<file path="src/rtl/core_pkg.sv">
// core_pkg: shared definitions for the pipelined RISC-V core.
//   - XLEN datapath width
//   - ResultSrc and ALUControl encodings
//   - ctrl_t: packed decode/execute control word
//   - CTRL_BUBBLE: the all-zero control word loaded on a bubble
package core_pkg;

  localparam int XLEN = 32;

  localparam logic [1:0] RES_ALU = 2'b00;
  localparam logic [1:0] RES_MEM = 2'b01;
  localparam logic [1:0] RES_PC4 = 2'b10;
  localparam logic [1:0] RES_IMM = 2'b11;

  localparam logic [2:0] ALU_ADD = 3'b000;
  localparam logic [2:0] ALU_SUB = 3'b001;
  localparam logic [2:0] ALU_AND = 3'b010;
  localparam logic [2:0] ALU_OR  = 3'b011;
  localparam logic [2:0] ALU_XOR = 3'b100;
  localparam logic [2:0] ALU_SLT = 3'b101;
  localparam logic [2:0] ALU_SLL = 3'b110;
  localparam logic [2:0] ALU_SRL = 3'b111;

  typedef struct packed {
    logic       reg_write;
    logic       mem_write;
    logic       jump;
    logic       branch;
    logic       alu_src;
    logic       wd3_src;
    logic [1:0] result_src;
    logic [2:0] alu_control;
  } ctrl_t;

  // A bubble must not write regfile/memory, redirect, or look like a load.
  localparam ctrl_t CTRL_BUBBLE = '0;

  function automatic logic is_load(input logic [1:0] result_src);
    return result_src == RES_MEM;
  endfunction

endpackage

</file>
<file path="src/rtl/hazard_detect.sv">
// hazard_detect: combinational load-use detection and stall/flush priority.
// Ports:
//   i_result_src_e, i_valid_e, i_rd_e : current execute-stage instruction
//   i_rs1_d, i_rs2_d                   : decode-stage source registers
//   i_pcsrc_e                          : execute redirect
//   i_hold_e                           : freeze request from execute/memory
//   o_lw_stall                         : raw load-use hazard
//   o_stall_f, o_stall_d, o_flush_d    : fetch/decode control
//   o_bubble                           : load a bubble into ID/EX on this edge
// Priority: hold > redirect > load-use > normal.
module hazard_detect
  import core_pkg::*;
(
  input  logic [1:0] i_result_src_e,
  input  logic       i_valid_e,
  input  logic [4:0] i_rd_e,
  input  logic [4:0] i_rs1_d,
  input  logic [4:0] i_rs2_d,
  input  logic       i_pcsrc_e,
  input  logic       i_hold_e,
  output logic       o_lw_stall,
  output logic       o_stall_f,
  output logic       o_stall_d,
  output logic       o_flush_d,
  output logic       o_bubble
);

  logic w_lw_stall;

  assign w_lw_stall = is_load(i_result_src_e) && i_valid_e && (i_rd_e != 5'd0) &&
                      ((i_rd_e == i_rs1_d) || (i_rd_e == i_rs2_d));
  assign o_lw_stall = w_lw_stall;

  always_comb begin
    o_stall_f = 1'b0;
    o_stall_d = 1'b0;
    o_flush_d = 1'b0;
    o_bubble  = 1'b0;
    if (i_hold_e) begin
      o_stall_f = 1'b1;
      o_stall_d = 1'b1;
    end else if (i_pcsrc_e) begin
      // Decode holds a wrong-path instruction; a simultaneous load-use is moot.
      o_flush_d = 1'b1;
      o_bubble  = 1'b1;
    end else if (w_lw_stall) begin
      o_stall_f = 1'b1;
      o_stall_d = 1'b1;
      o_bubble  = 1'b1;
    end
  end

endmodule

</file>
<file path="src/rtl/id_ex_stage.sv">
// id_ex_stage: decode-to-execute pipeline register with hazard control.
// Ports:
//   clk, rst (async, active-high)
//   *D inputs   : decode control word, operands, PC values, register indices
//   PCSrcE      : execute redirect
//   HoldE       : freeze request; E state and counter held
//   *E outputs  : registered execute-stage copies of the D inputs
//   ValidE      : execute slot holds a real instruction
//   StallF/StallD/FlushD : combinational fetch/decode control
//   BubbleCount : wrapping count of bubbles inserted since reset
module id_ex_stage #(
  parameter int XLEN  = core_pkg::XLEN,
  parameter int CNT_W = 32
) (
  input  logic             clk,
  input  logic             rst,
  input  logic             RegWriteD,
  input  logic             MemWriteD,
  input  logic             JumpD,
  input  logic             BranchD,
  input  logic             ALUSrcD,
  input  logic             WD3_SrcD,
  input  logic [1:0]       ResultSrcD,
  input  logic [2:0]       ALUControlD,
  input  logic [XLEN-1:0]  RD1D,
  input  logic [XLEN-1:0]  RD2D,
  input  logic [XLEN-1:0]  PCD,
  input  logic [XLEN-1:0]  ImmExtD,
  input  logic [XLEN-1:0]  PCPlus4D,
  input  logic [4:0]       Rs1D,
  input  logic [4:0]       Rs2D,
  input  logic [4:0]       RdD,
  input  logic             PCSrcE,
  input  logic             HoldE,
  output logic             RegWriteE,
  output logic             MemWriteE,
  output logic             JumpE,
  output logic             BranchE,
  output logic             ALUSrcE,
  output logic             WD3_SrcE,
  output logic [1:0]       ResultSrcE,
  output logic [2:0]       ALUControlE,
  output logic [XLEN-1:0]  RD1E,
  output logic [XLEN-1:0]  RD2E,
  output logic [XLEN-1:0]  PCE,
  output logic [XLEN-1:0]  ImmExtE,
  output logic [XLEN-1:0]  PCPlus4E,
  output logic [4:0]       Rs1E,
  output logic [4:0]       Rs2E,
  output logic [4:0]       RdE,
  output logic             ValidE,
  output logic             StallF,
  output logic             StallD,
  output logic             FlushD,
  output logic [CNT_W-1:0] BubbleCount
);

  import core_pkg::*;

  ctrl_t            w_ctrl_d;
  ctrl_t            r_ctrl_e;
  logic [XLEN-1:0]  r_rd1_e;
  logic [XLEN-1:0]  r_rd2_e;
  logic [XLEN-1:0]  r_pc_e;
  logic [XLEN-1:0]  r_imm_e;
  logic [XLEN-1:0]  r_pc4_e;
  logic [4:0]       r_rs1_e;
  logic [4:0]       r_rs2_e;
  logic [4:0]       r_rd_e;
  logic             r_valid_e;
  logic [CNT_W-1:0] r_bubble_cnt;
  logic             w_lw_stall;
  logic             w_bubble;

  assign w_ctrl_d = {RegWriteD, MemWriteD, JumpD, BranchD, ALUSrcD, WD3_SrcD,
                     ResultSrcD, ALUControlD};

  hazard_detect u_hazard_detect (
    .i_result_src_e (r_ctrl_e.result_src),
    .i_valid_e      (r_valid_e),
    .i_rd_e         (r_rd_e),
    .i_rs1_d        (Rs1D),
    .i_rs2_d        (Rs2D),
    .i_pcsrc_e      (PCSrcE),
    .i_hold_e       (HoldE),
    .o_lw_stall     (w_lw_stall),
    .o_stall_f      (StallF),
    .o_stall_d      (StallD),
    .o_flush_d      (FlushD),
    .o_bubble       (w_bubble)
  );

  always_ff @(posedge clk or posedge rst) begin
    if (rst) begin
      r_ctrl_e     <= CTRL_BUBBLE;
      r_rd1_e      <= '0;
      r_rd2_e      <= '0;
      r_pc_e       <= '0;
      r_imm_e      <= '0;
      r_pc4_e      <= '0;
      r_rs1_e      <= '0;
      r_rs2_e      <= '0;
      r_rd_e       <= '0;
      r_valid_e    <= 1'b0;
      r_bubble_cnt <= '0;
    end else if (!HoldE) begin
      if (w_bubble) begin
        r_ctrl_e     <= CTRL_BUBBLE;
        r_rd1_e      <= '0;
        r_rd2_e      <= '0;
        r_pc_e       <= '0;
        r_imm_e      <= '0;
        r_pc4_e      <= '0;
        r_rs1_e      <= '0;
        r_rs2_e      <= '0;
        r_rd_e       <= '0;
        r_valid_e    <= 1'b0;
        r_bubble_cnt <= r_bubble_cnt + CNT_W'(1);
      end else begin
        r_ctrl_e  <= w_ctrl_d;
        r_rd1_e   <= RD1D;
        r_rd2_e   <= RD2D;
        r_pc_e    <= PCD;
        r_imm_e   <= ImmExtD;
        r_pc4_e   <= PCPlus4D;
        r_rs1_e   <= Rs1D;
        r_rs2_e   <= Rs2D;
        r_rd_e    <= RdD;
        r_valid_e <= 1'b1;
      end
    end
  end

  assign RegWriteE   = r_ctrl_e.reg_write;
  assign MemWriteE   = r_ctrl_e.mem_write;
  assign JumpE       = r_ctrl_e.jump;
  assign BranchE     = r_ctrl_e.branch;
  assign ALUSrcE     = r_ctrl_e.alu_src;
  assign WD3_SrcE    = r_ctrl_e.wd3_src;
  assign ResultSrcE  = r_ctrl_e.result_src;
  assign ALUControlE = r_ctrl_e.alu_control;
  assign RD1E        = r_rd1_e;
  assign RD2E        = r_rd2_e;
  assign PCE         = r_pc_e;
  assign ImmExtE     = r_imm_e;
  assign PCPlus4E    = r_pc4_e;
  assign Rs1E        = r_rs1_e;
  assign Rs2E        = r_rs2_e;
  assign RdE         = r_rd_e;
  assign ValidE      = r_valid_e;
  assign BubbleCount = r_bubble_cnt;

  // Raw load-use flag is only consumed through the priority-resolved outputs.
  logic w_unused;
  assign w_unused = w_lw_stall;

endmodule
</file>
<file path="config.mk">
export PLATFORM = sky130hd
export DESIGN_NAME = id_ex_stage
export DESIGN_NICKNAME = d
export VERILOG_FILES = /design/src/rtl/core_pkg.sv /design/src/rtl/hazard_detect.sv /design/src/rtl/id_ex_stage.sv
export SDC_FILE = /design/constraint.sdc
export NUM_CORES = 1
export LEC_CHECK = 0
export CORE_AREA = 2 2 159 161
export DETAILED_ROUTE_END_ITERATION = 10
export DIE_AREA = 0 0 161 163
export PLACE_DENSITY = 0.69
export SKIP_LAST_GASP = 1
export SYNTH_ARGS = -nofsm -noshare
export SYNTH_HDL_FRONTEND = slang
export SYNTH_SLANG_ARGS = --single-unit
</file>
<file path="constraint.sdc">
create_clock -name clk -period 18.6 [get_ports clk]
set_clock_uncertainty 0.2 [all_clocks]
set_input_delay 1.86 -clock clk [delete_from_list [all_inputs] [get_ports clk]]
set_output_delay 1.86 -clock clk [all_outputs]
set_load 0.01 [all_outputs]
</file>
==> flow_summary.json <==
{
  "pwr-share-clk": 0.391,
  "crit_type": "in -> out",
  "synthesis.nets": 772,
  "viasPerCell": 4.86,
  "rsz0062_at_grt": "no",
  "cts_buffers": 24,
  "fill_cells": 2109,
  "leakage_nw": 5.89,
  "clk_pin_slew_ns": 0.06,
  "cts_buffer_depth": 3,
  "sequentialPowerShare": 0.431,
  "dp.cells": 1284,
  "ios": 412,
  "cts_resized": 0,
  "port_buffers": 411,
  "stdcell_count": 1326,
  "max_freq_mhz": 166,
  "final_nets": 1171,
  "yosysTopAreaCell": "dfrtp_1",
  "regArea_um2": 5480,
  "p_per_area_nw_per_um2": 95.4,
  "grt_max_degree": 106,
  "final_hold_viol_count": 0,
  "place_area_um2": 12600,
  "p_comb_frac": 0.178,
  "cts.sink_count": 219,
  "synth_top_area_frac": 0.671,
  "chipWidth_um": 161,
  "crit_fanout": 2,
  "grt_pass1_wl_mm": 38.8,
  "worstMarginPinSlew_ns": 0.997,
  "root_buffer": "clkbuf_16",
  "holdBufCountCts": 0,
  "synthArstFlopShare": 1.00,
  "multi_input_area_um2": 2450,
  "post-dp-hpwl_mm": 17.6,
  "endpoint_kind": "output port",
  "met3_usage": 0.0621,
  "synth_cell_types": 31,
  "syn_area_per_cell_um2": 14.1,
  "ant_nets": 0,
  "status": "finished, final reports clean",
  "required_ns": 16.54,
  "cts_setup_buffers": 0,
  "syn_inst": 581,
  "initial_core_util": 0.331,
  "p_switching_mw": 0.309,
  "grt_util_all_layers": 0.185,
  "ir_worst_vdd_mv": 0.0600,
  "grt_pass1_vias": 6713,
  "final_max_slew_viol_count": 0,
  "min_period_over_period": 0.323,
  "wirelength_mm": 25.1,
  "use_met1": 0.238,
  "die_height_um": 163,
  "ys_ff_latch": 219,
  "drive_gt1_frac": 0.0482,
  "grt_overflow": 0,
  "diodes": 0,
  "rows": 58,
  "cts_tree": "done",
  "worstSetupStartpointType": "primary input",
  "die-area_um2": 26200,
  "use_met2": 0.298,
  "p_int_mw": 0.969,
  "coreArea_um2": 24700,
  "max_cap_viol_count": 0,
  "final_cell_area_um2": 13400,
  "drtIter0Drc": 316,
  "hold_path.class": "reg -> reg",
  "routedWlPerCell_um": 18.9,
  "syn2layout_area_growth_pct": 64.0,
  "synth.most_common_cell": "dfrtp_1",
  "yosysSeqAreaShare": 0.671,
  "antenna_found_initial": 0,
  "min_period_ns": 6.01,
  "cp.arrival_ns": 3.95,
  "relSlewSlack": 0.335,
  "vias": 6444,
  "gp_congestion": 0.787,
  "synth-edff-count": 0,
  "top_usage_layer": "met2",
  "synthTopCellsByCount": "219 x dfrtp_1, 186 x a22o_1, 24 x clkbuf_1",
  "yosys_warnings": 0,
  "setup_tns_ns": 0,
  "dr.pass1.iters": 4,
  "insertion_delay_ns": 0.50,
  "switching_share": 0.242,
  "ys.flop_type": "dfrtp_1",
  "setup_violations": 0,
  "drc_errors": 0,
  "h-tree-depth": 1,
  "syn_area_um2": 8170,
  "finish.utilization": 0.543,
  "yosys-top-cells-area": "dfrtp_1 67%, a22o_1 20%, xor2_1 2.3%, xnor2_1 2.1%, clkbuf_1 1.1%"
}
-- cell families (layout without fill, tap and decap cells) --
group / after synthesis / after routing / synth area share
AND/OR/NAND/NOR: 74 / 74 / 0.0492
XOR/XNOR: 41 / 41 / 0.0440
AO/OA/AOI/OAI: 191 / 191 / 0.204
multiplexers: 1 / 1 / 0.00138
buffers and inverters: 54 / 469 / 0.0293
adder cells (fa/ha/maj): 1 / 1 / 0.00153
flip-flops: 219 / 219 / 0.671
-- worst paths after layout --
path                            cells past startpoint       startpoint              end  slack [ns]
worst min register to register                      1  BubbleCount[31]  BubbleCount[31]        0.28
min in group asynchronous                           2              rst     PCPlus4E[27]        1.69
worst max register to register                      7           RdE[3]      ImmExtE[24]       15.29
worst min-delay path                                1  BubbleCount[31]  BubbleCount[31]        0.28
worst max-delay path                                7          Rs2D[3]           StallF       12.59
max in group asynchronous                           3              rst      ImmExtE[15]       15.21
-- layout by cell type (no fill, tap or decap), types with 2 or more instances in the layout --
master / Yosys / layout
buf_4: 4 / 7
clkbuf_1: 24 / 7
clkbuf_8: 0 / 7
nor3b_1: 3 / 3
a22o_1: 186 / 186
xor2_1: 21 / 21
nand2_1: 13 / 13
nor4_1: 2 / 2
nor2_1: 9 / 9
bufinv_16: 0 / 3
nand3_1: 14 / 14
inv_1: 9 / 8
nor3_1: 15 / 15
nand4_1: 2 / 2
and3_1: 3 / 3
nor2b_1: 2 / 2
xnor2_1: 20 / 20
dfrtp_1: 219 / 219
clkdlybuf4s50_1: 0 / 410
clkbuf_16: 0 / 25
and4_1: 3 / 3
nand2b_1: 2 / 2
a21o_1: 2 / 2
-- flip-flops by register name, indices dropped and copies added, names as in the netlist, 32 cells and up --
signal	count
BubbleCount	32
ImmExtE	32
PCE	32
PCPlus4E	32
RD1E	32
RD2E	32
-- critical path, cell delays in order --
cell	delay [ns]
clkdlybuf4s50_1	0.56
xnor2_1	0.16
nand2_1	0.07
o22ai_1	0.26
nor2b_1	0.31
a21o_1	0.18
clkdlybuf4s50_1	0.55
-- through the flow --
step                hold slack [ns]  setup slack [ns]  power, mW
floorplan                     0.304             10.55      0.637
detailed placement            0.259             12.58      0.788
finish                        0.276             12.59       1.28
CTS                           0.279             12.56       1.29
global placement              0.265             12.60      0.785
global route                  0.307             12.52       1.33
-- layer usage --
layer,wire length (um),part of all wire
met1,10400,0.41
met2,11900,0.48
met3,2120,0.084
met4,601,0.024
met5,0,0
-- cell type report --
| class | count | area share |
|---|---|---|
| Inverter | 9 | 0.00308 |
| Multi-Input combinational cell | 308 | 0.183 |
| Timing Repair Buffer | 418 | 0.311 |
| Clock buffer | 39 | 0.0559 |
| Sequential cell | 219 | 0.409 |
| Tap cell | 330 | 0.0308 |
| Clock inverter | 3 | 0.00673 |
-- power groups by stage --
| stage | logic, mW | registers [mW] | clock network (mW) |
|---|---|---|---|
| 6_report | 0.227 | 0.551 | 0.500 |
| 5_1_grt | 0.244 | 0.556 | 0.533 |
| 4_1_cts | 0.231 | 0.550 | 0.514 |
| 3_5_place_dp | 0.230 | 0.558 | 0 |
| 3_3_place_gp | 0.228 | 0.557 | 0 |
| 2_1_floorplan | 0.0646 | 0.573 | 0 |
Power figures use the tool's default switching activity.
